==> src/rtl/serial_unary_reduce_if.sv <==
// Handshake bundle for serial_unary_reduce: operand offer, result return and busy status.
// The slave modport is the reducer; the master modport is whoever feeds and drains it.
interface serial_unary_reduce_if #(
  parameter int N = 8
);
  logic         in_valid;
  logic         in_ready;
  logic [N-1:0] in_a;
  logic [1:0]   in_op;
  logic         out_valid;
  logic         out_ready;
  logic         out_c;
  logic         busy;

  modport master (
    output in_valid,
    output in_a,
    output in_op,
    output out_ready,
    input  in_ready,
    input  out_valid,
    input  out_c,
    input  busy
  );

  modport slave (
    input  in_valid,
    input  in_a,
    input  in_op,
    input  out_ready,
    output in_ready,
    output out_valid,
    output out_c,
    output busy
  );
endinterface

==> src/rtl/serial_unary_reduce.sv <==
// Serial AND/OR/XOR/XNOR reduction of an N-bit operand, W bits per cycle, LSB chunk first.
// Optional macro SERIAL_UNARY_REDUCE_EARLY_EXIT_EN lets AND/OR finish once the result is decided.
module serial_unary_reduce #(
  parameter int N = 8,
  parameter int W = 1
) (
  input logic            clk,
  input logic            rst_n,
  serial_unary_reduce_if.slave bus
);

  localparam int K  = N / W;
  localparam int KW = (K > 1) ? $clog2(K) : 1;

  generate
    if ((W < 1) || (W > N) || ((N % W) != 0)) begin : g_bad_params
      $error("serial_unary_reduce: W must divide N and satisfy 1 <= W <= N");
    end
  endgenerate

  typedef enum logic [1:0] {
    IDLE,
    RUN,
    DONE
  } state_t;

  state_t          state;
  logic [1:0]      op_q;
  logic [N-1:0]    a_q;
  logic [N-1:0]    a_next;
  logic [KW-1:0]   k;
  logic            acc;
  logic            out_valid_q;
  logic            out_c_q;

  logic [W-1:0]    chunk;
  logic            fold;
  logic            last;
  logic            finish;
  logic            identity;

  // The operand is shifted right each fold, so chunk k always sits in the low W bits.
  assign chunk = a_q[W-1:0];

  generate
    if (W < N) begin : g_shift
      assign a_next = {{W{1'b0}}, a_q[N-1:W]};
    end else begin : g_single
      assign a_next = '0;
    end
  endgenerate

  // XNOR starts from 1 and folds as XOR, which yields the inverted parity.
  assign identity = (bus.in_op == 2'b00) || (bus.in_op == 2'b11);

  always_comb begin
    fold = 1'b0;
    case (op_q)
      2'b00:   fold = acc & (&chunk);
      2'b01:   fold = acc | (|chunk);
      default: fold = acc ^ (^chunk);
    endcase
  end

  assign last = (k == KW'(K - 1));

`ifdef SERIAL_UNARY_REDUCE_EARLY_EXIT_EN
  logic early;
  assign early  = ((op_q == 2'b00) && !(&chunk)) || ((op_q == 2'b01) && (|chunk));
  assign finish = last || early;
`else
  assign finish = last;
`endif

  always_ff @(posedge clk or negedge rst_n) begin
    if (!rst_n) begin
      state       <= IDLE;
      op_q        <= 2'b00;
      a_q         <= '0;
      k           <= '0;
      acc         <= 1'b0;
      out_valid_q <= 1'b0;
      out_c_q     <= 1'b0;
    end else begin
      case (state)
        IDLE: begin
          if (bus.in_valid) begin
            op_q  <= bus.in_op;
            a_q   <= bus.in_a;
            k     <= '0;
            acc   <= identity;
            state <= RUN;
          end
        end
        RUN: begin
          acc <= fold;
          a_q <= a_next;
          k   <= k + KW'(1);
          if (finish) begin
            state       <= DONE;
            out_valid_q <= 1'b1;
            out_c_q     <= fold;
          end
        end
        DONE: begin
          if (bus.out_ready) begin
            state       <= IDLE;
            out_valid_q <= 1'b0;
            out_c_q     <= 1'b0;
          end
        end
        default: begin
          state       <= IDLE;
          out_valid_q <= 1'b0;
          out_c_q     <= 1'b0;
        end
      endcase
    end
  end

  assign bus.in_ready  = (state == IDLE);
  assign bus.busy      = (state != IDLE);
  assign bus.out_valid = out_valid_q;
  assign bus.out_c     = out_c_q;

endmodule

==> src/flat_wrapper.sv <==
// flat-port wrapper written by rule: the top's interface ports become plain ports
module serial_unary_reduce_flat 
#(
  parameter int N = 8,
  parameter int W = 1
)
  (clk, rst_n, bus_in_valid, bus_in_a, bus_in_op, bus_out_ready, bus_in_ready, bus_out_valid, bus_out_c, bus_busy);
  serial_unary_reduce_if #(.N(N)) bus_i ();
  input logic clk;
  input logic rst_n;
  input wire logic [$bits(bus_i.in_valid)-1:0] bus_in_valid;
  input wire logic [$bits(bus_i.in_a)-1:0] bus_in_a;
  input wire logic [$bits(bus_i.in_op)-1:0] bus_in_op;
  input wire logic [$bits(bus_i.out_ready)-1:0] bus_out_ready;
  output wire logic [$bits(bus_i.in_ready)-1:0] bus_in_ready;
  output wire logic [$bits(bus_i.out_valid)-1:0] bus_out_valid;
  output wire logic [$bits(bus_i.out_c)-1:0] bus_out_c;
  output wire logic [$bits(bus_i.busy)-1:0] bus_busy;
  assign bus_i.in_valid = bus_in_valid;
  assign bus_i.in_a = bus_in_a;
  assign bus_i.in_op = bus_in_op;
  assign bus_i.out_ready = bus_out_ready;
  assign bus_in_ready = bus_i.in_ready;
  assign bus_out_valid = bus_i.out_valid;
  assign bus_out_c = bus_i.out_c;
  assign bus_busy = bus_i.busy;
  serial_unary_reduce #(.N(N), .W(W)) u_core (.clk(clk), .rst_n(rst_n), .bus(bus_i));
endmodule
==> config.mk <==
export PLATFORM = sky130hd
export DESIGN_NAME = serial_unary_reduce_flat
export DESIGN_NICKNAME = d
export VERILOG_FILES = /design/src/rtl/serial_unary_reduce_if.sv /design/src/rtl/serial_unary_reduce.sv /design/src/flat_wrapper.sv
export SDC_FILE = /design/constraint.sdc
export NUM_CORES = 1
export LEC_CHECK = 0
export CAP_MARGIN = 40
export CELL_PAD_IN_SITES_DETAIL_PLACEMENT = 0
export CELL_PAD_IN_SITES_GLOBAL_PLACEMENT = 2
export CORE_ASPECT_RATIO = 1.1
export CORE_MARGIN = 5
export CORE_UTILIZATION = 30
export CTS_CLUSTER_DIAMETER = 200
export DETAILED_ROUTE_END_ITERATION = 7
export PLACE_DENSITY = 0.77
export REMOVE_ABC_BUFFERS = 1
export SLEW_MARGIN = 10
export SYNTH_ARGS = -nofsm -noshare
export SYNTH_HDL_FRONTEND = slang
export SYNTH_SLANG_ARGS = --single-unit
==> constraint.sdc <==
create_clock -name clk -period 1.4 [get_ports clk]
set_input_delay 0.28 -clock clk [delete_from_list [all_inputs] [get_ports clk]]
set_output_delay 0.28 -clock clk [all_outputs]
set_load 0.01 [all_outputs]
==> flow_summary.json <==
{
  "global_route.usage.total_pct": 11.1,
  "timing.critical_path.to_type": "output pin",
  "design.core.area_um2": 2780,
  "detail-route-antenna-nets": 0,
  "cp_data_required_time_ns": 1.12,
  "area_delta_synth_final_pct": 39.9,
  "timing.critical_path.cells": "or2_4, inv_2, buf_6",
  "max_cap_viol_count": 0,
  "post_synth_num_cell_types": 25,
  "power_mw": 2.26,
  "final_common_cell": "dfrtp_1",
  "layout.core_utilization_pct": 43.7,
  "synth.avg_cell_area_um2": 10.2,
  "timing.critical_path.slowest_cell_delay_ns": 0.39,
  "synth_cells": 85,
  "largest_net_degree_at_the_start_of_global_routing": 19,
  "pre_cts_ws_ns": -0.142,
  "ys_warn_count": 0,
  "timing.final.setup_violations": 0,
  "post_route_skew_ns": 0.00690,
  "outcome": "complete, no violations",
  "cts.path.max_buffers": 2,
  "power-per-cell-area_nw_per_um2": 1860,
  "cts-hold-fix-buffers": 0,
  "clock_latency_ns": 0.30,
  "place.gp.congestion": 0.710,
  "cp_data_arrival_time_ns": 1.08,
  "nets": 135,
  "drt-total-wl_mm": 1.93,
  "count_of_flip_flops_with_a_built_in_enable_after_synthesis": 0,
  "io-pin-count": 18,
  "dieHeight_um": 66.4,
  "final-instance-count-excl-fill": 149,
  "category_of_the_worst_setup_path_launch_point": "register",
  "cts_tree": "done",
  "input_output_buffers": 17,
  "worst_ir_drop_vdd_v": 0.00107,
  "layout_setup_ws_ns": 0.0394,
  "worst_slack_on_hold_paths_ns": 0.294,
  "fin_crit_sh_pct": 97.2,
  "detailroute.via_count": 728,
  "clkSinkCount": 18,
  "antenna-diode-count": 0,
  "clock.fmax_mhz": 735,
  "rows": 20,
  "root_buffer": "clkbuf_4",
  "fin_crit_ns": 1.36,
  "maxSlewViolCount": 0,
  "leakagePower_nw": 0.532,
  "number_of_global_route_vias_before_repair": 752,
  "setup_crit_path_kind": "reg -> out",
  "number_of_antenna_violations_at_the_first_check_in_global_routing": 0,
  "clkSlewWorstSetupHoldPaths_ns": 0.10,
  "grt_pass1_wl_mm": 3.35,
  "drt-vias-per-instance": 4.89,
  "post-route-drc-count": 0,
  "most-common-layout-cells": "18 x dfrtp_1, 14 x buf_4, 13 x clkdlybuf4s50_1",
  "placedCellCount": 143,
  "numCtsBuffers": 3,
  "async_reset_ff_share_pct": 100,
  "initial_cell_density_of_the_core_pct": 31.3,
  "drt_pre_antenna_iters": 4,
  "hold_viol_final": 0,
  "die-area_um2": 4070,
  "dpl_wire_length_mm": 1.43,
  "post_drt_wl_per_cell_um": 13.0,
  "hold_path.class": "in -> async",
  "overflow": 0,
  "critPathMaxFanout": 2,
  "rsz0062_at_grt": "true",
  "die_w_um": 61.3,
  "cell_area_synth_um2": 868,
  "ys_ff_latch": 18,
  "dominantRegCellSynth": "dfrtp_1",
  "synth_seq_area_share_pct": 51.9,
  "worst_slew_margin_rel_pct": 71.9,
  "tightestPinTransition_ns": 0.417,
  "cts-htree-levels": 1,
  "slowest_library_cell_on_the_worst_path": "dfrtp_1",
  "post_route_cells_drive_above_1_share_pct": 23.3,
  "drt_iter0_drc": 29
}
## synth_stat cells, types with 2 or more instances
cell type	number	share of area [%]
a21oi_1	3	1.7
a22o_1	3	3.0
a22oi_1	7	6.1
buf_2	2	1.2
clkbuf_1	2	0.86
dfrtp_1	18	52
ha_1	4	5.8
inv_1	4	1.7
mux2_2	2	2.6
nand2_1	11	4.8
nor2_1	3	1.3
nor2b_1	2	1.4
o21ai_0	12	6.9
## path summary, 6_finish.rpt
check | end | from | slack [ns] | cells after the start
max | bus_in_ready | u_core.state[0]$_DFFE_PN0P_ | 0.04 | 3
min | u_core.a_q[7]$_DFFE_PN0P_ | rst_n | 0.29 | 2
max reg2reg | u_core.bus.out_c$_DFFE_PN0P_ | u_core.k[0]$_DFFE_PN0P_ | 0.06 | 5
min reg2reg | u_core.a_q[6]$_DFFE_PN0P_ | u_core.a_q[6]$_DFFE_PN0P_ | 0.50 | 2
max in group asynchronous | u_core.k[1]$_DFFE_PN0P_ | rst_n | 0.91 | 2
min in group clk | u_core.a_q[6]$_DFFE_PN0P_ | u_core.a_q[6]$_DFFE_PN0P_ | 0.50 | 2
## flip-flops by register name, summed over array words and instances, names as in the netlist
register and flops:
u_core.bus.out_valid 1, u_core.bus.out_c 1, u_core.k 3, u_core.acc 1
u_core.op_q 2, u_core.state 2, u_core.a_q 8
## logic make-up (layout without fill, tap and decap cells)
kind of cell             after synthesis  in the layout  share of synthesized area, %
AO/OA/AOI/OAI                         30             30                          22.5
AND/OR/NAND/NOR                       22             22                          12.5
flip-flops                            18             18                          51.9
buffers and inverters                  8             39                          3.75
adder cells (fa/ha/maj)                4              4                          5.76
multiplexers                           2              2                          2.59
XOR/XNOR                               1              1                          1.01
## power breakdown
part	leakage, nW	total (mW)	switching, mW	internal (mW)
combinational	0.287	1.07	0.503	0.564
sequential	0.225	0.872	0.137	0.735
clock	0.0210	0.320	0.161	0.159
total	0.532	2.26	0.801	1.46
## routing by layer
metal	global-route usage (%)	wire, µm	up-vias
met2	15.9	916	12
met5	0	0	-
li1	-	-	365
met3	1.76	62	4
met1	15.0	914	347
met4	7.32	41	0
## critical path, delay by kind of cell (launching register included)
family	cells	cell delay, ns
buffers and inverters	2	0.14
and+or+nand+nor	1	0.26
DFF	1	0.39
## final cells by class
class	count	area, µm²
tap	33	41.3
clock buffer	4	36.3
inverter	4	15.0
multi-input combinational	59	397
fill	279	1560
timing repair buffer	31	275
sequential	18	450
## metrics by stage
stage,instance area (µm²),TNS [ns]
2_1_floorplan,851,0
4_1_cts,1190,0
6_report,1210,0
3_3_place_gp,1150,-0.462
3_5_place_dp,1150,-0.695
5_1_grt,1210,-0.00603
## timing repair
| action | in CTS | in global routing |
|---|---|---|
| pin swaps | 0 | 1 |
| endpoints found under the hold margin | 0 | 0 |
| resized for setup | 12 | 5 |
| endpoints found under the setup margin | 5 | 3 |
| setup buffers | 1 | 1 |
No activity file was read; power rests on OpenSTA's default activity.
